$ cat src/rtl/qtwos_decode.sv
// Two-stage converter from 2Q-fraction two's complement to Q-fraction sign-magnitude,
// with round-half-away-from-zero, saturation and a saturating overflow counter.
module qtwos_decode #(
  parameter int Q = 8,
  parameter int N = 16
) (
  input  logic           clk,
  input  logic           rst,
  input  logic [2*N-1:0] in_data,
  input  logic           in_valid,
  output logic           in_ready,
  output logic [N-1:0]   out_data,
  output logic           out_valid,
  input  logic           out_ready,
  output logic           out_ovf,
  output logic [15:0]    sat_cnt,
  input  logic           clr_cnt
);

  localparam int W      = 2*N;
  localparam int RW     = W-Q+1;   // magnitude bits from the round bit upward
  localparam int STAGES = 1;

  // S1 keeps only the magnitude bits S2 consumes: integer part plus round bit.
  typedef struct packed {
    logic          sign;
    logic          minneg;
    logic [RW-1:0] mag_hi;
  } s1_t;

  logic [STAGES:0] vld_pipe;
  logic            advance;
  s1_t             s1_d, s1_q;
  logic [RW-1:0]   rounded;
  logic            ovf_d;
  logic [N-2:0]    mag_d;
  logic            sgn_d;

  assign advance   = !vld_pipe[STAGES] || out_ready;
  assign in_ready  = advance;
  assign out_valid = vld_pipe[STAGES];

  // Upper bits of -x are ~x_hi plus a carry that only survives when the dropped low bits are zero.
  always_comb begin
    s1_d        = '0;
    s1_d.sign   = in_data[W-1];
    s1_d.minneg = (in_data == {1'b1, {(W-1){1'b0}}});
    if (s1_d.sign)
      s1_d.mag_hi = ~in_data[W-1:Q-1] + RW'(in_data[Q-2:0] == '0);
    else
      s1_d.mag_hi = in_data[W-1:Q-1];
  end

  always_comb begin
    rounded = {1'b0, s1_q.mag_hi[RW-1:1]} + RW'(s1_q.mag_hi[0]);
    ovf_d   = s1_q.minneg || (|rounded[RW-1:N-1]);
    mag_d   = ovf_d ? {(N-1){1'b1}} : rounded[N-2:0];
    sgn_d   = s1_q.sign && (mag_d != '0);
  end

  always_ff @(posedge clk or posedge rst) begin
    if (rst) begin
      vld_pipe <= '0;
      s1_q     <= '0;
      out_data <= '0;
      out_ovf  <= 1'b0;
    end else if (advance) begin
      vld_pipe <= {vld_pipe[STAGES-1:0], in_valid};
      s1_q     <= s1_d;
      out_data <= {sgn_d, mag_d};
      out_ovf  <= ovf_d;
    end
  end

  always_ff @(posedge clk or posedge rst) begin
    if (rst)
      sat_cnt <= '0;
    else if (clr_cnt)
      sat_cnt <= '0;
    else if (out_valid && out_ready && out_ovf && (sat_cnt != 16'hFFFF))
      sat_cnt <= sat_cnt + 16'd1;
  end

endmodule

$ cat config.mk
export PLATFORM = sky130hd
export DESIGN_NAME = qtwos_decode
export DESIGN_NICKNAME = d
export VERILOG_FILES = /design/src/rtl/qtwos_decode.sv
export SDC_FILE = /design/constraint.sdc
export NUM_CORES = 1
export LEC_CHECK = 0
export CORE_ASPECT_RATIO = 0.7
export CORE_UTILIZATION = 52
export DETAILED_ROUTE_END_ITERATION = 10
export PLACE_DENSITY = 0.8
export SLEW_MARGIN = 20
export SYNTH_ARGS = -nofsm -noshare
export SYNTH_HDL_FRONTEND = slang
export SYNTH_SLANG_ARGS = --single-unit
$ cat constraint.sdc
create_clock -name clk -period 3.5 [get_ports clk]
set_input_delay 0.35 -clock clk [delete_from_list [all_inputs] [get_ports clk]]
set_output_delay 0.35 -clock clk [all_outputs]
set_load 0.01 [all_outputs]
After elaboration in Yosys (flattened, before gate mapping)
Cells that the tools add are included.
{ "totals": {"ram_bits": 0, "inputBits": 37, "mem_bits_ro": 0, "n_memories": 0, "wordCells": 28, "out_inout_bits": 35, "reg_bits": 62, "latchBits": 0} }
{ "op_classes": {"n_eq_ne": 2, "n_lt_le_gt_ge": 0, "n_div": 0, "n_reduce_logical": 11, "add_sub_neg": 3, "n_mux": 4, "n_shift": 0, "bitwise_logic": 1, "n_mul": 0} }
{ "ops": {"columns": ["operator", "count"], "rows": [
  ["$eq 32x32->1 const B", 1],
  ["$mux 16", 2],
  ["$add 24x1->25", 1],
  ["$add 25x1->25", 1],
  ["$mux 25", 1],
  ["$not 25->25", 1],
  ["$add 16x1->16 const B", 1],
  ["$ne 16x16->1 const B", 1],
  ["$mux 15", 1],
  ["$reduce_bool 15->1", 1],
  ["$reduce_or 10->1", 1],
  ["$logic_not 7->1", 1],
  ["$logic_and 1x1->1", 4],
  ["$logic_or 1x1->1", 2],
  ["$reduce_bool 2->1", 1],
  ["$logic_not 1->1", 1]
]} }

Logic depth before layout (Yosys ltp)
Gate-level depths: netlist (run 1).
{ "depth": {"depth_word": 6, "mapped_depth": 9, "depth_no_buf": 9} }

Least setup slack after synthesis (run 1)
OpenSTA, ideal clock, no wires.
{ "synth_path": {"path_kind": "input -> register", "start": "input port in_data[2]", "end": "register s1_q[22] (netlist name)", "setup_slack_ns": 0.874, "stages": 9, "n_path_buf": 0, "arrival_time_ns": 2.496, "path_cell_list": "or4_1 nor4_1 ha_1 ha_1 nand2_1 or3_1 o31ai_1 xor2_1 o21ai_1"} }
{ "synth_via": {"elab_chain_len": 3} }
{ "synth_lines": {"columns": ["element", "line_no", "rtl"], "rows": [
  ["start, declared", "9", "input logic [2*N-1:0] in_data,"],
  ["$logic_not 7->1", "49", "s1_d.mag_hi = ~in_data[W-1:Q-1] + RW'(in_data[Q-2:0] == '0);"],
  ["$add 25x1->25", "49", null],
  ["$mux 25", "48", "if (s1_d.sign)"],
  ["end signal, assigned", "64", "s1_q <= '0;"],
  ["end signal, assigned", "69", "s1_q <= s1_d;"],
  ["end, declared", "33", "s1_t s1_d, s1_q;"]
]} }
Every way passes these cells.
A chain may end at the register's enable or synchronous reset.

Worst setup path after layout (run 1)
Ends and elaborated chain as after synthesis.

==> results.py, run 1 <==
metrics = {
    "job": {
        "drv_cap": 0,
    },
    "grt": {
        "grt_usage_pct": 24.8,
        "grt_pass1_wl_um": 14000,
        "antenna_found_initial": 0,
        "grt_max_degree": 50,
        "grt_overflow_total": 0,
        "grt_pass1_vias": 2881,
    },
    "die": {
        "dieArea_um2": 7360,
        "io_pins": 72,
        "dieHeight_um": 72.1,
        "rows": 25,
        "fp.dieW_um": 102,
        "start_util_pct": 54.0,
        "core_um2": 6760,
    },
    "finish": {
        "n_antenna_cell": 0,
        "syn2layout_area_growth_pct": 25.9,
        "final_nets": 521,
        "stdcell_area_um2": 4590,
        "drive_above_1_share_pct": 7.02,
    },
    "sta": {
        "setup_viol": 0,
        "hold_viol_final": 0,
        "max_freq_ghz": 0.337,
        "fin_skew_ps": 10.7,
        "setup_tns_ps": 0,
        "rsz0062_at_grt": "false",
        "slew_viol_final": 0,
        "tightest_slew_ps": 797,
        "fin_crit_ps": 2970,
        "max_slew_margin_pct": 46.8,
        "whs_ps": 459,
        "finalCritPeriodShare_pct": 84.7,
    },
    "synth": {
        "yosysTopAreaCellShare_pct": 42.5,
        "ys_seq_area_share_pct": 42.5,
        "ys_types": 46,
        "yosys.area_share.simple_pct": 24.4,
        "yosysTopAreaCell": "dfrtp_1",
        "syn-mean-instance-area_um2": 8.79,
        "ys_seq_elements": 62,
        "synth_area_leaders": "dfrtp_1 43%, xor2_1 7.7%, nand2_1 5.8%",
        "synth_top_family_by_area": "simple AND/OR/NAND/NOR gates",
        "synth_fa_ha_area_share_pct": 1.71,
        "yosys_warnings": 0,
        "ys.flop_type": "dfrtp_1",
        "syn-num-nets": 457,
        "synth_edf_count": 0,
        "synth_compound_area_share_pct": 14.0,
        "synth-xor-area-share_pct": 12.2,
        "async_flop_share_pct": 100,
        "synth_mux_area_share_pct": 1.65,
        "synthCells": 415,
        "netlist_area_um2": 3650,
    },
    "critical_path": {
        "cp-start-kind": "input pin",
        "worstPathRequired_ps": 3710,
        "end_kind": "flip-flop",
        "cp.arrival_ps": 3170,
        "crit_fanout": 8,
        "crit_type": "input pin to flip-flop",
    },
    "clock_tree": {
        "cts-root-buf": "clkbuf_8",
        "insertion_delay_ps": 340,
        "post_cts_buffers": 0,
        "cts_made_buffers": 9,
        "cts_sinks": 62,
        "path_clk_slew_ps": 70,
        "post_cts_resized": 0,
        "cts_tree": "built",
        "htreeDepth": 3,
        "clk_path_buf_depth": 2,
        "cts_hold_buffers": 0,
    },
    "routing": {
        "drcViolationCount": 0,
        "routed_via_density": 5.61,
        "antenna_left": 0,
        "vias": 3240,
        "drt_wl_total_um": 8570,
        "wire_per_inst_um": 14.8,
        "drtIter0Drc": 210,
        "first_pass_iters": 5,
    },
    "outcome": {
        "outcome": "finished clean",
    },
    "hold_path": {
        "hold_class": "input pin to asynchronous set/reset pin",
    },
    "placed_design": {
        "dpl_cell_area_um2": 4420,
        "gp_congestion": 0.906,
        "dp_hpwl_um": 6390,
        "portBuffers": 71,
    },
    "power_and_ir_drop": {
        "worst_ir_drop_vdd_v": 0.000179,
        "power_density_nw_per_um2": 386,
        "p_leak_nw": 1.76,
    },
}
## routing by layer
metal	GRT usage, %	vias to the layer above	routed length, µm
met3	6.07	18	500
met4	9.05	0	165
li1	-	1603	-
met5	0	-	0
met2	35.8	109	3740
met1	36.1	1510	4170
## through the flow
stage | instances | setup slack, ps | power (mW) | util, %
after floorplan | 415 | 874 | 1.09 | -
after global placement | 562 | 331 | 1.22 | 65.5
after detailed placement | 562 | 179 | 1.24 | 65.5
after CTS | 578 | 545 | 1.78 | 68.0
after global routing | 578 | 358 | 1.87 | 68.0
final | 578 | 535 | 1.77 | 68.0
## final cells by class
cell class                 instances  area (µm²)
clock inverter                     4        22.5
fill                             559        2160
timing repair buffer              77         756
multi-input combinational        323        1980
tap                               94         118
sequential                        62        1550
clock buffer                      12         145
inverter                           6        23.8
## logic make-up after synthesis
family                   Yosys count
AND/OR/NAND/NOR                  178
AO/OA/AOI/OAI                     83
flip-flops                        62
XOR/XNOR                          51
buffers and inverters             30
multiplexers                       6
adder cells (fa/ha/maj)            5
## report_power, final
part           switching (mW)  internal (mW)
registers              0.0979          0.776
logic                   0.190          0.166
clock network           0.269          0.273
total                   0.557           1.22
## path summary, 6_finish.rpt
check / slack, ps / endpoint / cells after the start / start
worst max-delay path: 530 / s1_q[22] / 10 / in_data[2]
worst min-delay path: 460 / sat_cnt[5] / 2 / rst
worst max register to register: 850 / out_data[14] / 9 / s1_q[0]
worst min register to register: 470 / vld_pipe[1] / 1 / vld_pipe[0]
max in group asynchronous: 2330 / s1_q[19] / 3 / rst
min in group clk: 470 / vld_pipe[1] / 1 / vld_pipe[0]
## critical path, stage by stage
cell and delay, ps:
clkdlybuf4s50_1 390, or4_1 510, nor4_1 280, ha_1 270
ha_1 190, nand2_1 170, or3_1 440, o31ai_1 260
xor2_1 200, o21ai_1 100
## sequential cells by signal, summed over array words and instances, names as in the netlist
name,count
vld_pipe,2
sat_cnt,16
s1_q,27
out_ovf,1
out_data,16
## synth_stat cells (all sizes together), types with 4 or more instances
master and count:
or3 5, and4 4, or2 4, or4 4
nand4 10, xor2 32, mux2i 6, a21oi 15
nor3 7, nor4 12, ha 5, dfrtp 62
buf 5, and3 5, clkbuf 19, o31ai 7
inv 5, nand2 56, xnor2 19, a31oi 15
nand3 14, nor2 48, a311oi 4, o21ai 31
## cells in the final DEF (no fill, tap or decap), types with 4 or more instances in the layout
cell / n
a31oi_1: 15
or4_1: 4
and4_1: 4
clkdlybuf4s50_1: 71
or2_2: 4
mux2i_1: 6
nand4_1: 7
nand2_1: 56
a21oi_1: 15
nor3_1: 7
a311oi_1: 4
nor2_1: 48
xnor2_1: 19
and3_1: 5
o21ai_0: 29
clkinv_2: 4
xor2_1: 32
o31ai_1: 7
nor4_1: 10
ha_1: 5
or3_1: 5
buf_4: 6
dfrtp_1: 62
nand3_1: 14
clkbuf_8: 10
inv_1: 4
No activity file was read; power rests on OpenSTA's default activity.
==> run 2: changes to the inputs <==
==> constraint.sdc (replaced) <==
create_clock -name clk -period 3.1 [get_ports clk]
set_input_delay 0.31 -clock clk [delete_from_list [all_inputs] [get_ports clk]]
set_output_delay 0.31 -clock clk [all_outputs]
set_load 0.01 [all_outputs]
==> results.py, run 2 (same netlist as run 1, synthesis figures left out) <==
metrics = {
    "outcome": {
        "outcome": "finished clean",
    },
    "hold_path": {
        "hold_class": "input pin to asynchronous set/reset pin",
    },
    "grt": {
        "grt_overflow_total": 0,
        "grt_max_degree": 63,
        "grt_usage_pct": 26.0,
        "antenna_found_initial": 0,
        "grt_pass1_vias": 3048,
        "grt_pass1_wl_um": 14600,
    },
    "job": {
        "drv_cap": 0,
    },
    "finish": {
        "drive_above_1_share_pct": 8.01,
        "reg.largest.list": "s1_q: 27 flops, out_data: 16 flops, sat_cnt: 16 flops",
        "fill_cells": 556,
        "multi_input_area_um2": 1980,
        "layout_commonest_cell": "clkdlybuf4s50_1",
        "mostFrequentLayoutCells": "71 x clkdlybuf4s50_1, 62 x dfrtp_1, 56 x nand2_1",
        "largest_register_ffs": 27,
        "n_antenna_cell": 0,
        "final_nets": 525,
        "top_register": "s1_q",
        "syn2layout_area_growth_pct": 27.2,
        "final-seq-area_um2": 1550,
    },
    "critical_path": {
        "path_cells": "clkdlybuf4s50_1 -> or4_1 -> nor4_1 -> ha_1 -> ha_1 -> nand2_1 -> buf_4 -> o41ai_1 -> xor2_1 -> o21ai_0",
        "critPathSlowestCell": "or4_1",
        "crit_type": "input pin to flip-flop",
        "cp-start-kind": "input pin",
        "end_kind": "flip-flop",
        "cpMostUsedCell": "ha_1",
        "cp.arrival_ps": 2890,
        "worstPathRequired_ps": 3310,
        "max_stage_delay_ps": 500,
        "crit_fanout": 7,
    },
    "power_and_ir_drop": {
        "finalPower_mw": 2.03,
        "p_leak_nw": 1.78,
        "worst_ir_drop_vdd_v": 0.000188,
        "power_density_nw_per_um2": 437,
    },
    "die": {
        "core_um2": 6760,
        "rows": 25,
        "start_util_pct": 54.0,
        "dieHeight_um": 72.1,
        "fp.dieW_um": 102,
        "io_pins": 72,
        "dieArea_um2": 7360,
    },
    "sta": {
        "setup_viol": 0,
        "max_slew_margin_pct": 54.3,
        "rsz0062_at_grt": "false",
        "hold_viol_final": 0,
        "max_freq_ghz": 0.373,
        "fin_crit_ps": 2680,
        "slew_viol_final": 0,
        "worst_slack_ps": 420,
        "setup_tns_ps": 0,
        "tightest_slew_ps": 680,
        "fin_skew_ps": 6.14,
        "finalCritPeriodShare_pct": 86.4,
    },
    "clock_tree": {
        "cts_sinks": 62,
        "htreeDepth": 3,
        "post_cts_buffers": 0,
        "cts_tree": "built",
        "path_clk_slew_ps": 70,
        "cts_made_buffers": 9,
        "insertion_delay_ps": 340,
        "post_cts_resized": 0,
        "clk_path_buf_depth": 2,
        "cts_hold_buffers": 0,
        "cts-root-buf": "clkbuf_8",
    },
    "routing": {
        "wire_per_inst_um": 15.3,
        "drcViolationCount": 0,
        "drt_wl_total_um": 8890,
        "vias": 3297,
        "drtIter0Drc": 168,
        "antenna_left": 0,
        "first_pass_iters": 5,
        "routed_via_density": 5.67,
    },
    "placed_design": {
        "place_ws_ps": 51.7,
        "gp_congestion": 0.890,
        "portBuffers": 71,
        "dp_hpwl_um": 6630,
    },
}
-- run 2: changes by cell type in the layout (fill, tap and decap cells not counted) --
cell	delta
buf_4	+3
clkbuf_8	+1
clkinv_2	-1
buf_12	+1
clkbuf_1	-2
inv_2	+1
-- run 2: area by class of cell --
cell class,count,area share (%)
multi-input combinational,323,42.6
sequential,62,33.4
timing repair buffer,81,17.2
clock buffer,11,3.26
tap,94,2.53
clock inverter,4,0.485
inverter,6,0.485
-- run 2: metrics by stage --
stage	instance area, µm²	hold slack, ps	utilization (%)	std cells
floorplan	3650	422	-	415
global placement	4470	449	66.1	566
detailed placement	4470	456	66.1	566
CTS	4640	349	68.7	581
global route	4640	368	68.7	581
finish	4640	320	68.7	581
-- run 2: report_power, final --
part / switching, mW / total (mW) / internal [mW]
Clock: 0.305 / 0.630 / 0.324
Sequential: 0.110 / 0.987 / 0.877
Combinational: 0.218 / 0.411 / 0.193
Total: 0.634 / 2.03 / 1.39
-- run 2: worst paths after layout --
| kind | cells after the start | slack [ps] | startpoint | end |
|---|---|---|---|---|
| max | 10 | 420 | in_data[2] | s1_q[16] |
| min in group clk | 2 | 470 | s1_q[26] | s1_q[26] |
| min reg2reg | 2 | 470 | s1_q[26] | s1_q[26] |
| max reg2reg | 9 | 510 | s1_q[0] | out_data[8] |
| max in group asynchronous | 3 | 2470 | rst | out_data[11] |
| min | 3 | 320 | rst | sat_cnt[3] |
-- run 2: routing by layer --
layer,vias to the layer above,share of wire (%),track usage [%]
met2,105,46,40.3
met5,-,0,0
li1,1602,-,-
met4,0,1.1,8.10
met1,1580,47,37.0
met3,10,5.4,5.30
-- run 2: worst max-delay path, delay by kind of cell --
family	cells	cell delay, ps
AND/OR/NAND/NOR	3	850
buffers and inverters	2	580
adder cells (fa/ha/maj)	2	470
AO/OA/AOI/OAI	2	460
XOR/XNOR	1	220
